`config.mk`:
```
export PLATFORM = sky130hd
export DESIGN_NAME = mem_bus_arbiter
export DESIGN_NICKNAME = d
export VERILOG_FILES = /design/src/rtl/mem_bus_arbiter.sv
export SDC_FILE = /design/constraint.sdc
export NUM_CORES = 1
export LEC_CHECK = 0
export CAP_MARGIN = 20
export CORE_UTILIZATION = 35
export DETAILED_ROUTE_END_ITERATION = 7
export PLACE_DENSITY = 0.81
export SLEW_MARGIN = 15
export SYNTH_ARGS = -nofsm -noshare
export SYNTH_HDL_FRONTEND = slang
export SYNTH_SLANG_ARGS = --single-unit
```
`constraint.sdc`:
```
create_clock -name clk -period 1.8 [get_ports clk]
set_clock_uncertainty 0.05 [all_clocks]
set_input_delay 0.27 -clock clk [delete_from_list [all_inputs] [get_ports clk]]
set_output_delay 0.27 -clock clk [all_outputs]
set_load 0.01 [all_outputs]
```
`src/rtl/mem_bus_arbiter.sv`:
```
// mem_bus_arbiter
//   Shares the external memory bus between the MEM-stage data-cache port (DC_*)
//   and the instruction-fetch port (IC_*). One owner at a time; the granted
//   request is latched and held on the bus until BUS_ACK_SX. The data side has
//   priority, but after STARVE_MAX back-to-back data grants with fetch waiting,
//   fetch is forced through.
//
//   Optional build macro: BUS_TIMEOUT_EN
//     defined   -> a watchdog ends a transfer that has had no ACK for
//                  TIMEOUT_CYCLES cycles. The owner gets result 0 and an error pulse.
//     undefined -> the arbiter waits for ACK indefinitely.
//
// Ports
//   clk, reset_n          clock, async active-low reset
//   DC_*_SM   (in)        data request: valid, addr, store data, store/load, byte enables
//   DC_STALL_SA (out)     data side must hold its request
//   DC_RESULT_SA (out)    load data (combinational from the bus read data)
//   DC_BUS_ERROR_SA (out) one-cycle data bus error pulse
//   IC_ADR_VALID_SI/IC_ADR_SI (in) fetch request
//   IC_STALL_SA/IC_INST_SA/IC_FAULT_SA (out) fetch stall, word, error pulse
//   BUS_*_SA  (out)       external bus request, addr, wdata, write enable, byte enables
//   BUS_ACK_SX/BUS_RDATA_SX/BUS_ERR_SX (in) bus handshake, read data, error
module mem_bus_arbiter #(
    parameter int STARVE_MAX     = 4,
    parameter int TIMEOUT_CYCLES = 64
) (
    input  logic        clk,
    input  logic        reset_n,
    input  logic        DC_ADR_VALID_SM,
    input  logic [31:0] DC_ADR_SM,
    input  logic [31:0] DC_DATA_SM,
    input  logic        DC_STORE_SM,
    input  logic        DC_LOAD_SM,
    input  logic [3:0]  DC_BYT_SEL_SM,
    output logic        DC_STALL_SA,
    output logic [31:0] DC_RESULT_SA,
    output logic        DC_BUS_ERROR_SA,
    input  logic        IC_ADR_VALID_SI,
    input  logic [31:0] IC_ADR_SI,
    output logic        IC_STALL_SA,
    output logic [31:0] IC_INST_SA,
    output logic        IC_FAULT_SA,
    output logic        BUS_REQ_SA,
    output logic [31:0] BUS_ADR_SA,
    output logic [31:0] BUS_WDATA_SA,
    output logic        BUS_WE_SA,
    output logic [3:0]  BUS_BE_SA,
    input  logic        BUS_ACK_SX,
    input  logic [31:0] BUS_RDATA_SX,
    input  logic        BUS_ERR_SX
);

    typedef enum logic [1:0] {
        IDLE = 2'd0,
        DATA = 2'd1,
        INST = 2'd2
    } state_t;

    typedef struct packed {
        logic [31:0] adr;
        logic [31:0] wdata;
        logic        we;
        logic [3:0]  be;
    } bus_req_t;

    localparam int SW = (STARVE_MAX > 0) ? $clog2(STARVE_MAX + 1) : 1;
    localparam logic [SW-1:0] STARVE_L = SW'(STARVE_MAX);

    state_t        r_state;
    state_t        w_state_nxt;
    logic          w_grant_d;
    logic          w_grant_i;
    logic          w_tmo;
    logic          w_done;
    logic [SW-1:0] r_starve;
    bus_req_t      r_req;
    logic          r_dc_err;
    logic          r_ic_err;
    logic          w_unused;

    // DC_LOAD_SM is implied by valid & !store; kept on the port for the pipeline.
    assign w_unused = DC_LOAD_SM & (TIMEOUT_CYCLES > 0);

`ifdef BUS_TIMEOUT_EN
    localparam int TW = (TIMEOUT_CYCLES > 2) ? $clog2(TIMEOUT_CYCLES) : 1;
    localparam logic [TW-1:0] TMO_LAST = TW'(TIMEOUT_CYCLES - 1);
    logic [TW-1:0] r_tmo_cnt;

    // Zero on the first owned cycle, so TMO_LAST marks the last allowed cycle.
    always_ff @(posedge clk or negedge reset_n) begin
        if (!reset_n)              r_tmo_cnt <= '0;
        else if (r_state == IDLE)  r_tmo_cnt <= '0;
        else                       r_tmo_cnt <= r_tmo_cnt + 1'b1;
    end

    assign w_tmo = (r_state != IDLE) & ~BUS_ACK_SX & (r_tmo_cnt == TMO_LAST);
`else
    assign w_tmo = 1'b0;
`endif

    // Transfer ends this cycle, by ACK or by watchdog.
    assign w_done = (r_state != IDLE) & (BUS_ACK_SX | w_tmo);

    // State register
    always_ff @(posedge clk or negedge reset_n) begin
        if (!reset_n) r_state <= IDLE;
        else          r_state <= w_state_nxt;
    end

    // Next-state / arbitration
    always_comb begin
        w_state_nxt = r_state;
        w_grant_d   = 1'b0;
        w_grant_i   = 1'b0;
        case (r_state)
            IDLE: begin
                if (DC_ADR_VALID_SM && (!IC_ADR_VALID_SI || r_starve < STARVE_L)) begin
                    w_state_nxt = DATA;
                    w_grant_d   = 1'b1;
                end else if (IC_ADR_VALID_SI) begin
                    w_state_nxt = INST;
                    w_grant_i   = 1'b1;
                end
            end
            DATA, INST: begin
                if (w_done) w_state_nxt = IDLE;
            end
            default: w_state_nxt = IDLE;
        endcase
    end

    // Outputs. Stall drops in the completion cycle so the requester can pop then.
    always_comb begin
        BUS_REQ_SA   = (r_state != IDLE);
        DC_STALL_SA  = DC_ADR_VALID_SM & ~((r_state == DATA) & w_done);
        IC_STALL_SA  = IC_ADR_VALID_SI & ~((r_state == INST) & w_done);
        DC_RESULT_SA = w_tmo ? 32'h0 : BUS_RDATA_SX;
        IC_INST_SA   = w_tmo ? 32'h0 : BUS_RDATA_SX;
    end

    // Fetch-starvation counter: counts data grants that passed a waiting fetch.
    always_ff @(posedge clk or negedge reset_n) begin
        if (!reset_n)
            r_starve <= '0;
        else if (!IC_ADR_VALID_SI || w_grant_i)
            r_starve <= '0;
        else if (w_grant_d && r_starve != STARVE_L)
            r_starve <= r_starve + 1'b1;
    end

    // Latched bus request; requester changes during a transfer are not seen.
    always_ff @(posedge clk or negedge reset_n) begin
        if (!reset_n)
            r_req <= '0;
        else if (w_grant_d)
            r_req <= '{adr: DC_ADR_SM, wdata: DC_DATA_SM, we: DC_STORE_SM, be: DC_BYT_SEL_SM};
        else if (w_grant_i)
            r_req <= '{adr: IC_ADR_SI, wdata: 32'h0, we: 1'b0, be: 4'b1111};
    end

    assign BUS_ADR_SA   = r_req.adr;
    assign BUS_WDATA_SA = r_req.wdata;
    assign BUS_WE_SA    = r_req.we;
    assign BUS_BE_SA    = r_req.be;

    // Error pulses, one cycle after completion; suppressed if the owner has
    // already withdrawn its request.
    always_ff @(posedge clk or negedge reset_n) begin
        if (!reset_n) begin
            r_dc_err <= 1'b0;
            r_ic_err <= 1'b0;
        end else begin
            r_dc_err <= (r_state == DATA) & DC_ADR_VALID_SM & ((BUS_ACK_SX & BUS_ERR_SX) | w_tmo);
            r_ic_err <= (r_state == INST) & IC_ADR_VALID_SI & ((BUS_ACK_SX & BUS_ERR_SX) | w_tmo);
        end
    end

    assign DC_BUS_ERROR_SA = r_dc_err;
    assign IC_FAULT_SA     = r_ic_err;

endmodule

```
==> impl_results.md <==
* First-pass GRT wire length at between 15,000 and 20,000 um
* Worst Tran Pin Value at ~0.4 ns
* Final worst path period share at 0.948
* Initial antenna violation count at 0
* Mapped cell area at 3900 sq um
* RePlAce Congestion at 0.772
* Yosys warnings at 0
* Antenna-violating nets left at 0
* Yosys cell types at 33
* Avg Cell Area, Syn at about 10 sq um
* Die area at roughly 12,000 sq um
* Worst EP arrival at roughly 1.4 ns
* Area leader, netlist: dfrtp_1
* Via count at roughly 3,400
* Number of enable flip-flop cells after synthesis at 0
* Synth Area in Compound Gates at 0.268
* Number of H-tree levels at 3
* Final setup fails at 0
* Sequential area share after synthesis at 0.488
* Crit-path max FO at 12
* DR DRC count at 0
* I/O Buffers at 180
* PD cells at ~1600 nW/um^2
* Primary FF master, synth: dfrtp_1
* Ant diodes at 0
* TritonCTS clock tree: built
* P&R area growth vs syn at 48.6%
* MaxCap Viol Count at 0
* Worst setup EP type: primary output
* Initial drt markers at roughly 270
* Total power at 9160 uW
* Setup Crit Path Kind: register to primary output
* Syn Inst Count at between 300 and 400
* Syn Nets at ~520
* Worst hold margin at roughly 0.44 ns
* Area fraction of the dominant cell type after synthesis at 0.488
* Core ar. at approximately 11,000 sq um
* Max-slew headroom at 0.734
* Fmax at between 0.5 and 0.6 GHz
* WP data required at between 1 and 1.5 ns
* Synth cell count leaders: dfrtp_1 (76), buf_4 (65), o21ai_1 (34)
* Worst min path class: primary input to asynchronous set/reset pin
* Adder-cell share of the synthesized area at 0.0161
* Slew Limit Fails at 0
* Largest cells by area after synthesis: dfrtp_1 (49%), buf_4 (13%), a22o_1 (7.4%)
* Share of cells above drive strength 1 at 0.121
* Pleak at 0.00233 uW
* Yosys reg bits at between 70 and 80
* Initial DRT Pass Iterations at 4
* Mux cell area share after synthesis at 0
* RSZ-0062 raised after global routing: no
* Peak VDD IR at between 600 and 700 uV
* Combinational family with the most area after synthesis: compound AO/OA/AOI/OAI gates
* Die X at roughly 110 um
* Final min period at between 1.5 and 2 ns
* Overflow after GRT at 0
* Number of global-route vias before repair at between 3,000 and 4,000
* Per-cell routed wire length at about 18 um
* Standard-cell row count at 38
* Post-synthesis async set-or-reset flop share at 1.00
* Die Height at about 110 um
* Most common cell in the synthesized netlist: dfrtp_1
* Clk slew on worst S/H paths at 0.07 ns
* Worst setup SP type: register
* Clk sink count at 76
* DR vias/cell at about 5.3
* CTS max path bufs at 2
* Clk Latency, worst-skew pair at between 0.3 and 0.4 ns
* Status: completed
* Root buffer cell: clkbuf_8
* CTS Buf Count at 9
* Simple-gate share of the synthesized area at 0.0562
* Routed WL at 11,600 um
* Initial Util at 0.359
* I/O Pins at 278
* Nets at 646
* HPWL Detailed at ~8500 um
* GRT Util Overall at 0.198
* Pin count of the biggest net entering global routing at 77
* Final hold violations at 0
* Post-Synth XOR/XNOR Area at 0
-- cell usage in the layout, fill, tap and decap left out, drive strengths merged --
cell             n
dlygate4sd3      1
or3              1
a21oi            2
bufinv           1
nor2            33
a31oi           33
o21ai           34
a22o            33
clkinv           4
a211oi           1
o22a             4
buf             32
a22oi            1
nand4            1
nand2b           2
ha               5
clkbuf          11
nand4b           1
dfrtp           76
o2bb2ai          1
a2bb2oi          1
a21boi           1
o2111ai         32
nor2b            1
inv              6
nand2            3
o31ai            1
and4             2
or2              1
bufbuf           1
clkdlybuf4s50  176
and2             2
o21a             1
-- path summary, 6_finish.rpt --
kind,cells after the start,from,endpoint,slack [ns]
min in group clk,1,BUS_BE_SA[2],BUS_BE_SA[2],0.44
hold / removal,3,reset_n,BUS_WDATA_SA[2],0.44
setup / recovery,5,r_state[0],BUS_REQ_SA,0.09
max in group asynchronous,3,reset_n,r_state[0],0.95
setup reg to reg,6,r_state[0],BUS_BE_SA[3],0.18
hold reg to reg,1,BUS_BE_SA[2],BUS_BE_SA[2],0.44
-- timing repair --
item	CTS	global route
endpoints found under the hold margin	76	0
resized for setup	15	5
endpoints found under the setup margin	11	10
pin swaps	0	0
hold buffers	1	0
gates cloned	1	0
setup buffers	1	1
-- critical path: stages, from the launching register on --
cell and delay [ns]:
dfrtp_1 0.40, inv_2 0.09, ha_4 0.17, buf_12 0.14, clkinv_1 0.08, buf_2 0.15
-- final cells by class --
cell class | count | area [sq um]
fillers | 953 | 5050
multi-input cells | 197 | 1360
well taps | 140 | 175
repair buffers | 210 | 2120
inverters | 7 | 26.3
clock buffers | 11 | 151
flip-flops and latches | 76 | 1900
clock inverters | 4 | 48.8
-- registers in the layout, summed over array words and instances (netlist names) --
signal           flops
BUS_ADR_SA          32
BUS_BE_SA            4
BUS_WDATA_SA        32
BUS_WE_SA            1
DC_BUS_ERROR_SA      1
IC_FAULT_SA          1
r_starve             3
r_state              2
-- cell families (layout without fill, tap and decap cells) --
family | Yosys count | after routing
compound gates | 145 | 145
fa+ha+maj | 5 | 5
buf+inv | 106 | 232
flops | 76 | 76
simple gates | 47 | 47
-- where the power goes --
| part | internal, uW | switching, uW |
|---|---|---|
| logic | 2760 | 2160 |
| clock network | 706 | 608 |
| registers | 2500 | 431 |
| total | 5970 | 3200 |
-- stage by stage --
stage | setup WS (ns) | instances | TNS [ns] | cell area [sq um] | utilization
after floorplan | 0.269 | 379 | 0 | 3900 | -
after global placement | -0.202 | 626 | -5.24 | 5520 | 0.509
after detailed placement | -0.207 | 626 | -5.28 | 5520 | 0.509
after CTS | 0.0524 | 644 | 0 | 5770 | 0.532
after global routing | 0.0122 | 645 | 0 | 5790 | 0.534
final | 0.0944 | 645 | 0 | 5790 | 0.534
-- per-layer routing --
metal,wire length [um],track usage,vias up
met5,0,0,-
met4,165,0.0714,0
met3,1070,0.0527,15
met2,5770,0.350,206
met1,4580,0.229,1590
li1,-,-,1602
No activity file was read; power rests on OpenSTA's default activity.
